### src/rtl/tile_pkg.sv
// Shared constants, types and the fixed colour palette for the tile pixel pipe.
package tile_pkg;

   localparam int TILE_PX         = 40;
   localparam int MAP_W           = 16;
   localparam int MAP_H           = 12;
   localparam int TEX_AW          = 15;
   localparam int TEXELS_PER_TILE = TILE_PX * TILE_PX;

   typedef logic [3:0] tile_id_t;
   typedef logic [3:0] pal_idx_t;

   typedef struct packed {
      logic [7:0] r;
      logic [7:0] g;
      logic [7:0] b;
   } rgb_t;

   localparam rgb_t SKY_RGB   = 24'h87CEEB;
   localparam rgb_t WHITE_RGB = 24'hFFFFFF;
   localparam rgb_t BLACK_RGB = 24'h000000;

   // Entries 6..15 are unused block types and show up as magenta on purpose.
   localparam rgb_t PALETTE [16] = '{
      24'h000000, 24'h7F7F7F, 24'h8B5A2B, 24'h3CB043,
      24'hA0522D, 24'h228B22, 24'hFF00FF, 24'hFF00FF,
      24'hFF00FF, 24'hFF00FF, 24'hFF00FF, 24'hFF00FF,
      24'hFF00FF, 24'hFF00FF, 24'hFF00FF, 24'hFF00FF
   };

endpackage

### src/rtl/tile_pixel_pipe_if.sv
// Read bus between the pixel pipe and the world-map RAM / texture ROM.
// Both memories return data exactly one clock after the address.
interface tile_pixel_pipe_if;
   import tile_pkg::*;

   logic [7:0]        map_addr;
   logic [3:0]        map_data;
   logic [TEX_AW-1:0] tex_addr;
   logic [3:0]        tex_data;

   modport master (
      output map_addr,
      output tex_addr,
      input  map_data,
      input  tex_data
   );

   modport slave (
      input  map_addr,
      input  tex_addr,
      output map_data,
      output tex_data
   );

endinterface

### src/rtl/tile_palette.sv
// Combinational palette lookup: palette index to 24-bit colour.
module tile_palette
   import tile_pkg::*;
(
   input  pal_idx_t pal_idx,
   output rgb_t     rgb
);

   assign rgb = PALETTE[pal_idx];

endmodule

### src/rtl/tile_pixel_pipe.sv
// Four-stage pixel shading pipe: map fetch, texel fetch, palette and cursor
// border, registered RGB. Sync/blank sidebands are delayed to stay aligned.
module tile_pixel_pipe
   import tile_pkg::*;
(
   input  logic                Clk,
   input  logic                Reset_n,
   input  logic [3:0]          x,
   input  logic [3:0]          y,
   input  logic [5:0]          relx,
   input  logic [5:0]          rely,
   input  logic                hs_in,
   input  logic                vs_in,
   input  logic                blank_n_in,
   input  logic [3:0]          cursor_x,
   input  logic [3:0]          cursor_y,
   input  logic                cursor_en,
   tile_pixel_pipe_if.master   mem,
   output logic [7:0]          VGA_R,
   output logic [7:0]          VGA_G,
   output logic [7:0]          VGA_B,
   output logic                VGA_HS,
   output logic                VGA_VS,
   output logic                VGA_BLANK_N
);

   localparam logic [5:0] REL_LAST = 6'(TILE_PX - 1);

   // Stage 1 registers
   logic [3:0] x_p1, y_p1;
   logic [5:0] relx_p1, rely_p1;
   logic       hs_p1, vs_p1, blank_p1, hit_p1, vld_p1;

   // Stage 2 registers (tile id itself is the map RAM output register)
   logic [5:0] relx_p2, rely_p2;
   logic       hs_p2, vs_p2, blank_p2, hit_p2, vld_p2;
   tile_id_t   tile_p2;

   // Stage 3 registers (palette index itself is the texture ROM output register)
   tile_id_t   tile_p3;
   pal_idx_t   pal_p3;
   logic       hs_p3, vs_p3, blank_p3, hit_p3, border_p3;

   // Stage 4 registers
   rgb_t       rgb_p4;
   logic       hs_p4, vs_p4, blank_p4;

   rgb_t       pal_rgb;
   rgb_t       rgb_next;
   logic [TEX_AW-1:0] tile_w, rely_w, relx_w;

   // ---------------- Stage 1: sample inputs and cursor hit ----------------
   // Register the incoming pixel and decide whether it lies on the cursor tile.
   always_ff @(posedge Clk or negedge Reset_n) begin
      if (!Reset_n) begin
         x_p1     <= '0;
         y_p1     <= '0;
         relx_p1  <= '0;
         rely_p1  <= '0;
         hs_p1    <= 1'b1;
         vs_p1    <= 1'b1;
         blank_p1 <= 1'b0;
         hit_p1   <= 1'b0;
         vld_p1   <= 1'b0;
      end else begin
         x_p1     <= x;
         y_p1     <= y;
         relx_p1  <= relx;
         rely_p1  <= rely;
         hs_p1    <= hs_in;
         vs_p1    <= vs_in;
         blank_p1 <= blank_n_in;
         hit_p1   <= cursor_en && (x == cursor_x) && (y == cursor_y);
         vld_p1   <= 1'b1;
      end
   end

   // Map rows are 16 tiles wide, so row*16+col is a plain concatenation.
   assign mem.map_addr = {y_p1, x_p1};

   // ---------------- Stage 2: tile id arrives, texel address ----------------
   // Forward the in-tile offset and sidebands while the map RAM returns the tile id.
   always_ff @(posedge Clk or negedge Reset_n) begin
      if (!Reset_n) begin
         relx_p2  <= '0;
         rely_p2  <= '0;
         hs_p2    <= 1'b1;
         vs_p2    <= 1'b1;
         blank_p2 <= 1'b0;
         hit_p2   <= 1'b0;
         vld_p2   <= 1'b0;
      end else begin
         relx_p2  <= relx_p1;
         rely_p2  <= rely_p1;
         hs_p2    <= hs_p1;
         vs_p2    <= vs_p1;
         blank_p2 <= blank_p1;
         hit_p2   <= hit_p1;
         vld_p2   <= vld_p1;
      end
   end

   // Masking keeps the texture address at zero until a real pixel reaches stage 2.
   assign tile_p2 = vld_p2 ? mem.map_data : '0;

   assign tile_w = TEX_AW'(tile_p2);
   assign rely_w = TEX_AW'(rely_p2);
   assign relx_w = TEX_AW'(relx_p2);

   // tile*1600 + rely*40 + relx with shift-adds; the largest in-range result is 25599.
   assign mem.tex_addr = (tile_w << 10) + (tile_w << 9) + (tile_w << 6)
                       + (rely_w << 5) + (rely_w << 3) + relx_w;

   // ---------------- Stage 3: texel arrives, border flag ----------------
   // Forward tile id and sidebands, and flag pixels on the outer ring of the tile.
   always_ff @(posedge Clk or negedge Reset_n) begin
      if (!Reset_n) begin
         tile_p3   <= '0;
         hs_p3     <= 1'b1;
         vs_p3     <= 1'b1;
         blank_p3  <= 1'b0;
         hit_p3    <= 1'b0;
         border_p3 <= 1'b0;
      end else begin
         tile_p3   <= tile_p2;
         hs_p3     <= hs_p2;
         vs_p3     <= vs_p2;
         blank_p3  <= blank_p2;
         hit_p3    <= hit_p2;
         border_p3 <= (relx_p2 == '0) || (relx_p2 == REL_LAST) ||
                      (rely_p2 == '0) || (rely_p2 == REL_LAST);
      end
   end

   assign pal_p3 = mem.tex_data;

   tile_palette u_palette (
      .pal_idx (pal_p3),
      .rgb     (pal_rgb)
   );

   // Pick the pixel colour: blanking, then cursor border, then sky, then texture.
   always_comb begin
      rgb_next = BLACK_RGB;
      if (!blank_p3) begin
         rgb_next = BLACK_RGB;
      end else if (hit_p3 && border_p3) begin
         rgb_next = WHITE_RGB;
      end else if (tile_p3 == '0) begin
         rgb_next = SKY_RGB;
      end else begin
         rgb_next = pal_rgb;
      end
   end

   // ---------------- Stage 4: registered outputs ----------------
   // Register colour and the matching sidebands.
   always_ff @(posedge Clk or negedge Reset_n) begin
      if (!Reset_n) begin
         rgb_p4   <= BLACK_RGB;
         hs_p4    <= 1'b1;
         vs_p4    <= 1'b1;
         blank_p4 <= 1'b0;
      end else begin
         rgb_p4   <= rgb_next;
         hs_p4    <= hs_p3;
         vs_p4    <= vs_p3;
         blank_p4 <= blank_p3;
      end
   end

   assign VGA_R       = rgb_p4.r;
   assign VGA_G       = rgb_p4.g;
   assign VGA_B       = rgb_p4.b;
   assign VGA_HS      = hs_p4;
   assign VGA_VS      = vs_p4;
   assign VGA_BLANK_N = blank_p4;

endmodule

### src/flat_wrapper.sv
// flat-port wrapper written by rule: the top's interface ports become plain ports
module tile_pixel_pipe_flat import tile_pkg::*;
  (Clk, Reset_n, x, y, relx, rely, hs_in, vs_in, blank_n_in, cursor_x, cursor_y, cursor_en, VGA_R, VGA_G, VGA_B, VGA_HS, VGA_VS, VGA_BLANK_N, mem_map_addr, mem_tex_addr, mem_map_data, mem_tex_data);
  tile_pixel_pipe_if mem_i ();
  input  logic Clk;
  input  logic Reset_n;
  input  logic [3:0] x;
  input  logic [3:0] y;
  input  logic [5:0] relx;
  input  logic [5:0] rely;
  input  logic hs_in;
  input  logic vs_in;
  input  logic blank_n_in;
  input  logic [3:0] cursor_x;
  input  logic [3:0] cursor_y;
  input  logic cursor_en;
  output logic [7:0] VGA_R;
  output logic [7:0] VGA_G;
  output logic [7:0] VGA_B;
  output logic VGA_HS;
  output logic VGA_VS;
  output logic VGA_BLANK_N;
  output wire logic [$bits(mem_i.map_addr)-1:0] mem_map_addr;
  output wire logic [$bits(mem_i.tex_addr)-1:0] mem_tex_addr;
  input wire logic [$bits(mem_i.map_data)-1:0] mem_map_data;
  input wire logic [$bits(mem_i.tex_data)-1:0] mem_tex_data;
  assign mem_map_addr = mem_i.map_addr;
  assign mem_tex_addr = mem_i.tex_addr;
  assign mem_i.map_data = mem_map_data;
  assign mem_i.tex_data = mem_tex_data;
  tile_pixel_pipe u_core (.Clk(Clk), .Reset_n(Reset_n), .x(x), .y(y), .relx(relx), .rely(rely), .hs_in(hs_in), .vs_in(vs_in), .blank_n_in(blank_n_in), .cursor_x(cursor_x), .cursor_y(cursor_y), .cursor_en(cursor_en), .mem(mem_i), .VGA_R(VGA_R), .VGA_G(VGA_G), .VGA_B(VGA_B), .VGA_HS(VGA_HS), .VGA_VS(VGA_VS), .VGA_BLANK_N(VGA_BLANK_N));
endmodule
### config.mk
export PLATFORM = sky130hd
export DESIGN_NAME = tile_pixel_pipe_flat
export DESIGN_NICKNAME = d
export VERILOG_FILES = /design/src/rtl/tile_pkg.sv /design/src/rtl/tile_pixel_pipe_if.sv /design/src/rtl/tile_palette.sv /design/src/rtl/tile_pixel_pipe.sv /design/src/flat_wrapper.sv
export SDC_FILE = /design/constraint.sdc
export NUM_CORES = 1
export LEC_CHECK = 0
export CAP_MARGIN = 20
export CORE_ASPECT_RATIO = 0.6
export CORE_MARGIN = 5
export CORE_UTILIZATION = 43
export CTS_CLUSTER_DIAMETER = 120
export DETAILED_ROUTE_END_ITERATION = 6
export PLACE_DENSITY = 0.75
export SLEW_MARGIN = 0
export SYNTH_ARGS = -nofsm -noshare
export SYNTH_HDL_FRONTEND = slang
export SYNTH_HIERARCHICAL = 1
export SYNTH_SLANG_ARGS = --single-unit
### constraint.sdc
create_clock -name Clk -period 2.6 [get_ports Clk]
set_clock_uncertainty 0.05 [all_clocks]
set_input_delay 0.26 -clock Clk [delete_from_list [all_inputs] [get_ports Clk]]
set_output_delay 0.26 -clock Clk [all_outputs]
set_load 0.03 [all_outputs]
==> run_results.csv <==
group,metric,value,unit
logic_synthesis,ys_types,46,
critical_path,crit_start,"u_core/vld_p2",
critical_path,crit_type,"flop to output pin",
critical_path,worst_path_largest_cell_delay,0.52,ns
pwr,fin_total_pwr,3.83,mW
logic_synthesis,yosysWarnings,6,
clock_tree,cts_tree,"done",
logic_synthesis,syn_inst,268,
critical_path,start_kind,"flop",
cells_and_area,diodes,0,
drt,wl,7.61,mm
global_routing,antenna_found_initial,0,
logic_synthesis,synthArstFlopShare,1.00,
cells_and_area,final_cell_mix,"clkdlybuf4s50_1 (80), dfrtp_1 (70), buf_4 (39)",
floorplan,io_pins,92,
timing,tightestPinTransition,0.697,ns
clock_tree,insertion_delay,0.33,ns
critical_path,crit_path_end_kind,"output pin",
pwr,power_leakage,2.40,nW
timing,max-slew-margin-rel,0.535,
floorplan,fp.coreArea,7760,um^2
run_status,violations,"setup timing",
critical_path,path_cells,"buf_6, and2_4, fa_1, ha_4, buf_6, nand3_2, o211ai_1, o41ai_1, buf_4, xnor2_2, buf_6",
global_routing,grt_max_degree,41,
critical_path,cp.required,2.29,ns
cells_and_area,nNetsFinal,471,
pwr,ir_worst_vdd,0.591,mV
clock_tree,clockBufferDepth,2,
place,io_buffers,91,
cells_and_area,ff_latch_area,1960,um^2
drt,drcViolationCount,0,
cells_and_area,multi_input_area,1470,um^2
logic_synthesis,syn_avg_cell_area,12.6,um^2
timing,fin_setup_tns,-3.41,ns
place,hpwlAfterDp,5.29,mm
drt,wl_per_cell,14.8,um
floorplan,chipHeight,78.7,um
clock_tree,cts_buffers,9,
global_routing,globalRouteTotalUtil,0.166,
hold_path,hp-class,"input pin to flop",
drt,dr_total_vias,2459,
cells_and_area,area_delta_synth_final,56.3,%
place,place.gp.congestion,0.872,
drt,via_per_inst,4.77,
timing,finalCritPeriodShare,1.26,
critical_path,cpMostUsedCell,"buf_6",
timing,setup_ws,-0.688,ns
cells_and_area,layout_commonest_cell,"clkdlybuf4s50_1",
critical_path,r2r_cells,4,
drt,drt_iter0_markers,118,
pwr,p_per_area,725,nW/um^2
timing,rsz0062_at_grt,"true",
timing,slew_violations,0,
cells_and_area,drive_gt1_frac,0.283,
critical_path,cp_max_fo,3,
timing,clock.fmax,304,MHz
critical_path,reg2reg_from,"u_core/relx_p2[5]",
cells_and_area,nFillCells,579,
clock_tree,htreeDepth,3,
logic_synthesis,seq_area_frac_synth,0.581,
timing,hold_viol,0,
hold_path,hold_path.startpoint,"hs_in",
floorplan,die-area,9790,um^2
timing,finalCriticalPeriod,3.29,ns
critical_path,slowest_stage,"fa_1",
clock_tree,clockRootBuffer,"clkbuf_16",
floorplan,start_util,0.435,
hold_path,whs_path_depth,1,
critical_path,arrival,2.98,ns
logic_synthesis,synth_edf_count,0,
drt,first_pass_iters,4,
global_routing,grt_pass1_vias,2571,
global_routing,grt_overflow,0,
clock_tree,clk_pin_slew,0.06,ns
run_status,status,"complete, but fails checks",
logic_synthesis,netlist_area,3380,um^2
floorplan,fp-row-count,25,
logic_synthesis,syn-num-nets,337,
clock_tree,clock_sinks,78,
place,post-place-ws,-0.669,ns
timing,setup_viol,8,
drt,ant_nets,0,
logic_synthesis,synth_top_flop_cell,"dfrtp_1",
logic_synthesis,ys_seq_elements,78,
global_routing,grt_first_pass_wirelength,12.7,mm
floorplan,die_w,124,um
run,maxCapViolCount,0,
==> cell type report <==
type / instances / area share
Multi-Input combinational cell: 161 / 0.278
Timing Repair Buffer: 137 / 0.249
Clock buffer: 9 / 0.0426
Clock inverter: 7 / 0.0230
Tap cell: 108 / 0.0256
Sequential cell: 78 / 0.371
Inverter: 15 / 0.0111
==> per-layer routing <==
metal / up-vias / wire length, um / track usage
met5: - / 0 / 0
met4: 0 / 127 / 0.0678
met3: 15 / 431 / 0.0605
met2: 73 / 3670 / 0.262
met1: 1196 / 3380 / 0.208
li1: 1175 / - / -
==> cells by family (layout without fill, tap and decap cells) <==
kind of cell | count (synthesis) | count (layout) | share of synthesized area
flip-flops | 78 | 78 | 0.581
AO/OA/AOI/OAI | 53 | 53 | 0.110
buffers and inverters | 29 | 168 | 0.0470
adder cells (fa/ha/maj) | 27 | 27 | 0.111
AND/OR/NAND/NOR | 63 | 63 | 0.106
other | 1 | 1 | 0.00111
XOR/XNOR | 17 | 17 | 0.0441
==> timing repair <==
action	in CTS	in global routing
gates cloned	0	0
hold buffers	1	0
resized for setup	43	14
hold endpoints to repair	38	0
setup endpoints to repair	8	9
buffers inserted	12	2
pin swaps	15	8
==> worst max-delay path: cells and delay by family, from the launching register on <==
family	cells	cell delay (ns)
fa+ha+maj	2	0.74
buf+inv	4	0.61
compound gates	2	0.60
flops	1	0.39
simple gates	2	0.20
xor+xnor	1	0.11
==> state kept, by name (all words and copies together), names as in the netlist, 4 cells and up <==
name and count:
u_core/relx_p2 6, u_core/VGA_R 8, u_core/tile_p3 4, u_core/relx_p1 6, u_core/VGA_B 8, u_core/x_p1 4, u_core/VGA_G 8, u_core/y_p1 4
u_core/rely_p2 6, u_core/rely_p1 6
==> worst paths after layout <==
path	endpoint	slack, ns
worst max-delay path	mem_tex_addr[11]	-0.69
worst min-delay path	u_core/hs_p1	0.30
worst max register to register	u_core/border_p3	1.06
worst min register to register	u_core/blank_p2	0.30
max in group asynchronous	u_core/hs_p1	1.39
min in group asynchronous	u_core/VGA_B[1]	0.39
==> cell usage after synthesis (all sizes together) (2+ instances only) <==
cell / count / share of area
inv: 15 / 0.017
ha: 22 / 0.081
o21ai: 3 / 0.0044
nand3: 5 / 0.0074
xnor2: 11 / 0.029
nand2b: 7 / 0.013
or4: 2 / 0.0056
dfrtp: 70 / 0.52
a21boi: 9 / 0.020
nand3b: 2 / 0.0044
a31oi: 2 / 0.0037
nand4: 5 / 0.0093
nand2: 19 / 0.027
clkbuf: 4 / 0.0044
nor3: 4 / 0.0059
xor2: 6 / 0.016
o41ai: 2 / 0.0052
a21o: 9 / 0.020
buf: 10 / 0.026
a21oi: 8 / 0.012
and2: 3 / 0.0056
fa: 5 / 0.030
and3: 2 / 0.0037
or2: 2 / 0.0037
dfstp: 8 / 0.062
o21a: 15 / 0.033
or3: 2 / 0.0037
nor2: 5 / 0.0056
==> power by group <==
group / switching, mW / leakage (nW) / total (mW) / internal [mW]
clock: 0.463 / 0.170 / 1.40 / 0.941
combinational: 0.555 / 1.29 / 1.11 / 0.552
sequential: 0.0296 / 0.938 / 1.31 / 1.29
total: 1.05 / 2.40 / 3.83 / 2.78
==> per-stage QoR <==
step / hold WS, ns / utilization / instance area, um^2 / instances
after floorplan: -0.0856 / - / 3410 / 268
after global placement: 0.198 / 0.592 / 4590 / 485
after detailed placement: 0.209 / 0.592 / 4590 / 485
after CTS: 0.286 / 0.675 / 5240 / 514
after global routing: 0.286 / 0.681 / 5280 / 515
final: 0.296 / 0.681 / 5280 / 515
Note: power is estimated with default switching activity, not from simulation.
==> variant: new RTL, config.mk and constraints unchanged <==
Add an input register stage for `vs_in`, without a reset; this delays it by one clock. The other inputs are not delayed to match.
--- a/src/rtl/tile_pixel_pipe.sv
+++ b/src/rtl/tile_pixel_pipe.sv
@@ -26,4 +26,10 @@
 
    localparam logic [5:0] REL_LAST = 6'(TILE_PX - 1);
+
+   logic vs_q;
+
+   always_ff @(posedge Clk) begin
+      vs_q <= vs_in;
+   end
 
    // Stage 1 registers
@@ -69,5 +75,5 @@
          rely_p1  <= rely;
          hs_p1    <= hs_in;
-         vs_p1    <= vs_in;
+         vs_p1    <= vs_q;
          blank_p1 <= blank_n_in;
          hit_p1   <= cursor_en && (x == cursor_x) && (y == cursor_y);
Behaviour: not the same (a bounded check fails within 10 cycles, from zero or initial values and one cycle with Reset_n low).
==> variant against the unedited design <==
Final area fell by 0.78%. The flow still finishes with violations (setup timing). Setup slack improved by 0.15 ns. Routed wire length rose by 3.0%. Power fell by 4.4%. Final cell count fell by 0.39%. Critical path depth fell by 1. Core utilization fell by 0.80 points. Hold slack got worse by 0.27 ns. Sequential cell count rose by 1. Area after synthesis rose by 0.59%. Non-clock buffer count fell by 3. Global-route usage fell by 0.18 points.
==> variant: results (changes against the unedited design) <==
Setup path
The delay of the slowest cell on the worst path is 0.48 ns (-0.04 ns). The capture point of the worst path is mem_tex_addr[10]. The arrival time at the worst endpoint is 2.83 ns (-0.15 ns). The peak fanout along the critical path is 4 (+1). The setup slack on the worst flop-to-flop path was 1.03 ns (-0.03 ns).

Timing
The final worst hold slack is 0.0245 ns (-0.272 ns). The worst-case setup margin in the final layout is -0.540 ns (+0.147 ns). The actual transition at the worst max-transition pin is 0.920 ns (+0.222 ns).

The total negative slack for setup checks is -3.34 ns (+0.0712 ns). The count of final setup violators is 8 (unchanged).

Global route
The met2 global-route usage is 26.2% (-0.054 points). The global routing met1 resource utilization was 19.8% (-0.99 points). The met3 routing resource usage after global routing is 6.92% (+0.87 points). The number of global-route vias before repair is 2,596 (+0.97%).

Power
The leakage dissipation was 2.35 nW (-2.1%). The peak ir drop on the vdd network is 560 µV (-5.2%).

Place
The half-perimeter wire length of the detailed placement result came to 5400 µm (+2.2%). The pre-CTS setup slack is -0.733 ns (-0.0639 ns). The placement-stage cell area was 4600 µm² (+0.27%).

Layout
The number of nets in the layout is 469 (-0.42%).

Drt
The met2 routed wirelength is 3760 µm (+2.5%). The met3 wire length came to 508 µm (+18%). The sum of routed wire length over all layers is 7830 µm (+3.0%).

Outcome
The checks that failed: setup timing. The flow ran to the end, but the final reports show violations.

Yosys
The number of nets produced by synthesis is 338 (+0.30%). The count of different cell masters after synthesis is 47 (+2.2%).
[variant: changes by cell type in the layout (fill, tap and decap cells not counted), sizes merged]
cell         unedited run  this run
buf                    56        54
bufinv                  3         1
clkbuf                  9        10
clkinv                  3         0
clkinvlp                0         4
dfxtp                   0         1
dlygate4sd3             1         0
[variant: kinds of logic after synthesis]
family                   Yosys count  synth area share (%)
XOR/XNOR                          17                  4.38
AO/OA/AOI/OAI                     53                  11.0
buffers and inverters             29                  4.68
flip-flops                        79                  58.3
adder cells (fa/ha/maj)           27                  11.0
other                              1                 0.110
AND/OR/NAND/NOR                   63                  10.5
[variant: final cells by class]
class	instances	area, µm²	share of cell area, %
Sequential cell	79	1980	37.8
Multi-Input combinational cell	161	1480	28.3
Timing Repair Buffer	134	1280	24.5
Clock buffer	10	229	4.37
Tap cell	108	135	2.58
Clock inverter	6	68.8	1.31
Inverter	15	56.3	1.07
